--- src/rtl/stream_packer_pkg.sv ---
// rtl/stream_packer_pkg.sv - shared state type and geometry helpers for the stream packer
package stream_packer_pkg;

   typedef enum logic {
      FILL = 1'b0,
      HOLD = 1'b1
   } state_t;

   // Number of input words per output beat.
   function automatic int sp_ratio(input int data_w, input int in_w);
      return data_w / in_w;
   endfunction

   // fill must be able to count 0..R inclusive.
   function automatic int sp_fill_width(input int ratio);
      return $clog2(ratio) + 1;
   endfunction

endpackage

--- src/rtl/stream_packer_if.sv ---
// rtl/stream_packer_if.sv - narrow-in / wide-out handshake bundle of the stream packer
interface stream_packer_if #(
   parameter int C_DATA_WIDTH = 64,
   parameter int C_IN_WIDTH   = 16
);
   import stream_packer_pkg::*;

   localparam int R  = sp_ratio(C_DATA_WIDTH, C_IN_WIDTH);
   localparam int FW = sp_fill_width(R);

   logic                    in_valid;
   logic                    in_ready;
   logic [C_IN_WIDTH-1:0]   in_data;
   logic                    in_last;
   logic                    out_valid;
   logic                    out_ready;
   logic [C_DATA_WIDTH-1:0] out_data;
   logic [R-1:0]            out_keep;
   logic                    out_last;
   logic [FW-1:0]           fill;

   modport master (
      input  in_valid, in_data, in_last, out_ready,
      output in_ready, out_valid, out_data, out_keep, out_last, fill
   );

   modport slave (
      output in_valid, in_data, in_last, out_ready,
      input  in_ready, out_valid, out_data, out_keep, out_last, fill
   );

endinterface

--- src/rtl/stream_packer.sv ---
// rtl/stream_packer.sv - packs C_IN_WIDTH words into C_DATA_WIDTH beats ahead of a FIFO write port
module stream_packer
   import stream_packer_pkg::*;
#(
   parameter int C_DATA_WIDTH = 64,
   parameter int C_IN_WIDTH   = 16
) (
   input  logic            clk,
   input  logic            resetn,
   stream_packer_if.master bus
);

   localparam int R  = sp_ratio(C_DATA_WIDTH, C_IN_WIDTH);
   localparam int FW = sp_fill_width(R);
   localparam int LW = (R > 1) ? $clog2(R) : 1;

   generate
      if ((C_DATA_WIDTH % C_IN_WIDTH) != 0 || R < 2) begin : g_bad_ratio
         $error("stream_packer: C_DATA_WIDTH/C_IN_WIDTH must be an integer >= 2");
      end
   endgenerate

   state_t                  state_q, state_n;
   logic [FW-1:0]           fill_q, fill_n;
   logic [C_DATA_WIDTH-1:0] data_q, data_n;
   logic [R-1:0]            keep_q, keep_n;
   logic                    last_q, last_n;
   logic                    run_q;
   logic                    in_fire;
   logic                    out_fire;
   logic [LW-1:0]           lane;

   // run_q keeps the input closed for the cycle in which reset is released.
   assign bus.in_ready = run_q && ((state_q == FILL) || bus.out_ready);
   assign in_fire      = bus.in_valid && bus.in_ready;
   assign out_fire     = (state_q == HOLD) && bus.out_ready;
   assign lane         = fill_q[LW-1:0];

   always_comb begin
      state_n = state_q;
      fill_n  = fill_q;
      data_n  = data_q;
      keep_n  = keep_q;
      last_n  = last_q;
      case (state_q)
         FILL: begin
            if (in_fire) begin
               for (int i = 0; i < R; i++) begin
                  if (lane == LW'(i)) begin
                     data_n[i*C_IN_WIDTH +: C_IN_WIDTH] = bus.in_data;
                     keep_n[i]                          = 1'b1;
                  end
               end
               fill_n = fill_q + FW'(1);
               last_n = bus.in_last;
               if (bus.in_last || (fill_q == FW'(R - 1)))
                  state_n = HOLD;
            end
         end
         HOLD: begin
            if (out_fire) begin
               state_n = FILL;
               fill_n  = '0;
               data_n  = '0;
               keep_n  = '0;
               last_n  = 1'b0;
               // Word arriving alongside the drain opens the next beat: no bubble.
               if (in_fire) begin
                  data_n[C_IN_WIDTH-1:0] = bus.in_data;
                  keep_n[0]              = 1'b1;
                  fill_n                 = FW'(1);
                  last_n                 = bus.in_last;
                  if (bus.in_last)
                     state_n = HOLD;
               end
            end
         end
         default: state_n = FILL;
      endcase
   end

   always_ff @(posedge clk or negedge resetn) begin
      if (!resetn) begin
         state_q <= FILL;
         fill_q  <= '0;
         data_q  <= '0;
         keep_q  <= '0;
         last_q  <= 1'b0;
         run_q   <= 1'b0;
      end else begin
         state_q <= state_n;
         fill_q  <= fill_n;
         data_q  <= data_n;
         keep_q  <= keep_n;
         last_q  <= last_n;
         run_q   <= 1'b1;
      end
   end

   assign bus.out_valid = (state_q == HOLD);
   assign bus.out_data  = data_q;
   assign bus.out_keep  = keep_q;
   assign bus.out_last  = last_q;
   assign bus.fill      = fill_q;

endmodule
--- src/flat_wrapper.sv ---
// flat-port wrapper written by rule: the top's interface ports become plain ports
module stream_packer_flat import stream_packer_pkg::*;
#(
   parameter int C_DATA_WIDTH = 64,
   parameter int C_IN_WIDTH   = 16
)
  (clk, resetn, bus_in_valid, bus_in_data, bus_in_last, bus_out_ready, bus_in_ready, bus_out_valid, bus_out_data, bus_out_keep, bus_out_last, bus_fill);
  stream_packer_if #(.C_DATA_WIDTH(C_DATA_WIDTH), .C_IN_WIDTH(C_IN_WIDTH)) bus_i ();
  input  logic clk;
  input  logic resetn;
  input wire logic [$bits(bus_i.in_valid)-1:0] bus_in_valid;
  input wire logic [$bits(bus_i.in_data)-1:0] bus_in_data;
  input wire logic [$bits(bus_i.in_last)-1:0] bus_in_last;
  input wire logic [$bits(bus_i.out_ready)-1:0] bus_out_ready;
  output wire logic [$bits(bus_i.in_ready)-1:0] bus_in_ready;
  output wire logic [$bits(bus_i.out_valid)-1:0] bus_out_valid;
  output wire logic [$bits(bus_i.out_data)-1:0] bus_out_data;
  output wire logic [$bits(bus_i.out_keep)-1:0] bus_out_keep;
  output wire logic [$bits(bus_i.out_last)-1:0] bus_out_last;
  output wire logic [$bits(bus_i.fill)-1:0] bus_fill;
  assign bus_i.in_valid = bus_in_valid;
  assign bus_i.in_data = bus_in_data;
  assign bus_i.in_last = bus_in_last;
  assign bus_i.out_ready = bus_out_ready;
  assign bus_in_ready = bus_i.in_ready;
  assign bus_out_valid = bus_i.out_valid;
  assign bus_out_data = bus_i.out_data;
  assign bus_out_keep = bus_i.out_keep;
  assign bus_out_last = bus_i.out_last;
  assign bus_fill = bus_i.fill;
  stream_packer #(.C_DATA_WIDTH(C_DATA_WIDTH), .C_IN_WIDTH(C_IN_WIDTH)) u_core (.clk(clk), .resetn(resetn), .bus(bus_i));
endmodule
--- config.mk ---
export PLATFORM = sky130hd
export DESIGN_NAME = stream_packer_flat
export DESIGN_NICKNAME = d
export VERILOG_FILES = /design/src/rtl/stream_packer_pkg.sv /design/src/rtl/stream_packer_if.sv /design/src/rtl/stream_packer.sv /design/src/flat_wrapper.sv
export SDC_FILE = /design/constraint.sdc
export NUM_CORES = 1
export LEC_CHECK = 0
export ABC_AREA = 1
export CAP_MARGIN = 5
export CORE_MARGIN = 4
export CORE_UTILIZATION = 45
export DETAILED_ROUTE_END_ITERATION = 8
export GPL_ROUTABILITY_DRIVEN = 0
export PLACE_DENSITY_LB_ADDON = 0.2
export SLEW_MARGIN = 20
export SYNTH_ARGS = -nofsm -noshare
export SYNTH_HDL_FRONTEND = slang
export SYNTH_SLANG_ARGS = --single-unit
--- constraint.sdc ---
create_clock -name clk -period 2.6 [get_ports clk]
set_input_delay 0.65 -clock clk [delete_from_list [all_inputs] [get_ports clk]]
set_output_delay 0.65 -clock clk [all_outputs]
set_load 0.01 [all_outputs]
==> qor.csv <==
stage,metric,value,unit
clocking,clk_lat worst skew,0.35,ns
pwr,Comb pwr share,41.8,%
hold_path,hold crit path type,input pin to async pin,
die,chip height,94.4,um
layout,nets,493,
die,die outline area,8910,um2
sta,"Hold Vio Cnt, Final",0,
layout,layout cells sized above 1,14.6,%
global_routing,total track usage,20.2,%
sta,# setup viols final,0,
pwr,Flop pwr share,37.5,%
global_routing,initial antenna violation count,0,
sta,RSZ-0062 raised after global routing,no,
die,Starting Density,46.3,%
job,max cap viols,0,
route,DR WL/cell,14.4,um
die,Die Span X,94.4,um
layout,P&R area growth vs syn,36.9,%
synthesis,flip-flop and latch count after synthesis,74,
pwr,Max VDD drop,494,uV
synthesis,Ys Warns,0,
die,IO Pins,95,
setup_path,Critical Path Sink Type,primary output,
route,DRT iter0 DRCs,146,
global_routing,grt total ovfl,0,
synthesis,Post-Syn Instances,367,
clocking,Worst-path clk slew,0.07,ns
sta,crit path time final,2.36,ns
setup_path,CP Cell Sequence,"clkdlybuf4s50_1, inv_2, nand2_4, inv_1, nor2_1, dlygate4sd2_1",
pwr,Design Power,5200,uW
clocking,Post-CTS Setup Bufs,0,
sta,FMAX,425,MHz
setup_path,r2r setup slk,0.92,ns
route,# DRC,0,
layout,Filler cells,648,
setup_path,WS Path Type,input pin to primary output,
sta,setup TNS,0,ns
pwr,sw frac,34.4,%
clocking,cts bufs inserted,9,
clocking,Post-CTS Hold Fix Bufs,0,
pwr,Net Switching,1790,uW
placement,DPL Wire Length,5730,um
route,drt total wl,8220,um
global_routing,largest net degree at the start of global routing,44,
global_routing,first-pass GRT wire length,13600,um
pwr,Power Dens Cells,1130,nW/um2
synthesis,Netlist cell types,26,
layout,final core occ,63.4,%
setup_path,max incr delay on CP,0.50,ns
synthesis,Synth Net Count,393,
route,routed via count,2605,
sta,Slew HR,63.2,%
setup_path,Crit path required time,1.95,ns
clocking,CTS sink count,74,
die,Core ar.,7250,um2
clocking,# resized after CTS,1,
route,first-pass iteration count of the detailed router,4,
pwr,Pint,3410,uW
setup_path,CP startpoint kind,input pin,
synthesis,sequential area share after synthesis,55.1,%
die,row count,31,
route,vias per cell,4.57,
sta,Clock Skew,0.0116,ns
pwr,Lkg Pwr,0.00240,uW
pwr,clock share of power,20.7,%
setup_path,Crit path arrival time,1.71,ns
outcome,status,completed,
clocking,CTS max path bufs,2,
layout,diodes inserted,0,
setup_path,Crit-path slowest cell,clkdlybuf4s50_1,
global_routing,vias in the first global route,2638,
sta,Slew @ Worst Pin,0.552,ns
clocking,H-tree Lvls,3,
route,"antenna viol nets, final",0,
clocking,CTS tree,done,
clocking,root buffer cell,clkbuf_8,
synthesis,post-synthesis instance area,3360,um2
placement,Port Buffers,94,
sta,period utilization,90.6,%
setup_path,Critical Path Fanout Max,2,
synthesis,"Avg Cell Area, Syn",9.15,um2
sta,"Slew Viols, Final",0,
-- power groups by stage --
stage / Clock (uW) / Sequential, uW / Combinational, uW
floorplan: 0 / 2160 / 822
global placement: 0 / 1970 / 2160
detailed placement: 0 / 1960 / 2200
CTS: 1090 / 1960 / 2210
global route: 1160 / 2020 / 2390
finish: 1080 / 1950 / 2170
-- metal layers --
metal / share of wire [%] / up-vias / global-route usage [%]
met5: 0 / - / 0
met4: 1.1 / 0 / 6.02
met3: 7.1 / 8 / 7.41
met2: 45 / 80 / 30.1
met1: 47 / 1220 / 27.8
li1: - / 1297 / -
-- path summary, 6_finish.rpt --
check	start	endpoint	cells past startpoint
max in group asynchronous	resetn	u_core.bus.out_data[15]$_DFFE_PN0P_	2
min in group clk	u_core.bus.out_data[62]$_DFFE_PN0P_	u_core.bus.out_data[62]$_DFFE_PN0P_	2
hold / removal	resetn	u_core.bus.out_data[39]$_DFFE_PN0P_	1
setup reg to reg	u_core.bus.out_valid$_DFF_PN0_	u_core.bus.out_data[43]$_DFFE_PN0P_	6
setup / recovery	bus_out_ready	bus_in_ready	6
hold reg to reg	u_core.bus.out_data[62]$_DFFE_PN0P_	u_core.bus.out_data[62]$_DFFE_PN0P_	2
-- area by class of cell --
type / instances / area, um2 / share of cell area [%]
inverters: 29 / 111 / 2.42
multi-input cells: 254 / 1280 / 27.9
clock buffers: 10 / 138 / 2.99
clock inverters: 5 / 103 / 2.23
repair buffers: 99 / 987 / 21.5
flip-flops and latches: 74 / 1850 / 40.3
well taps: 99 / 124 / 2.69
-- cells in the final DEF (no fill, tap or decap), types with 3 or more instances in the layout --
cell type        Yosys  layout
buf_4                2       5
bufinv_16            0       3
clkbuf_8             0      10
clkdlybuf4s50_1      0      92
dfrtp_1             74      74
ha_1                 5       5
inv_1               25      25
inv_2                3       3
nand2_1            173     173
nand2_2             21      21
nand2_4             16      16
nand3_1              5       5
nor2_1              17      17
o21ai_0              5       5
-- worst max-delay path: cells and delay by family --
family | cells | cell delay, ns
AND/OR/NAND/NOR | 2 | 0.16
buffers and inverters | 4 | 0.89
-- through the flow --
stage / cells / worst slack, ns / cell area (um2) / hold WS (ns)
final: 570 / 0.245 / 4600 / 0.244
after global placement: 555 / 0.0119 / 4360 / 0.453
after detailed placement: 555 / -0.0348 / 4360 / 0.458
after global routing: 570 / 0.193 / 4600 / 0.245
after floorplan: 367 / 0.946 / 3360 / 0.354
after CTS: 570 / 0.239 / 4600 / 0.255
-- synthesized netlist by cell type --
library cell | number | area (um2)
inv_1 | 25 | 93.8
buf_8 | 1 | 15.0
o21ai_0 | 5 | 25.0
a21oi_1 | 2 | 10.0
buf_6 | 5 | 56.3
conb_1 | 1 | 3.75
buf_4 | 2 | 15.0
nor2_1 | 17 | 63.8
inv_2 | 3 | 11.3
a31oi_4 | 1 | 21.3
inv_4 | 1 | 6.26
dfrtp_1 | 74 | 1850
nand4_4 | 1 | 21.3
nor2_8 | 2 | 40.0
a21oi_4 | 1 | 16.3
nand3_2 | 1 | 10.0
nand2_1 | 173 | 649
o21ai_1 | 1 | 5.00
ha_1 | 5 | 62.6
xor2_1 | 1 | 8.76
buf_2 | 1 | 5.00
nand2_4 | 16 | 180
buf_12 | 1 | 20.0
nor2_4 | 1 | 11.3
nand2_2 | 21 | 131
nand3_1 | 5 | 25.0
-- logic make-up after synthesis --
logic type	after synthesis	share of synthesized area, %
AND/OR/NAND/NOR	237	33.7
adder cells (fa/ha/maj)	5	1.86
flip-flops	74	55.1
other	1	0.112
XOR/XNOR	1	0.261
AO/OA/AOI/OAI	10	2.31
buffers and inverters	39	6.63
-- state kept, by name, summed over array words and instances, names as in the netlist --
signal                flops
u_core.bus.out_keep       4
u_core.bus.out_valid      1
u_core.bus.out_data      64
u_core.run_q              1
u_core.bus.out_last       1
u_core.bus.fill           3
(Power assumes the default switching activity.)
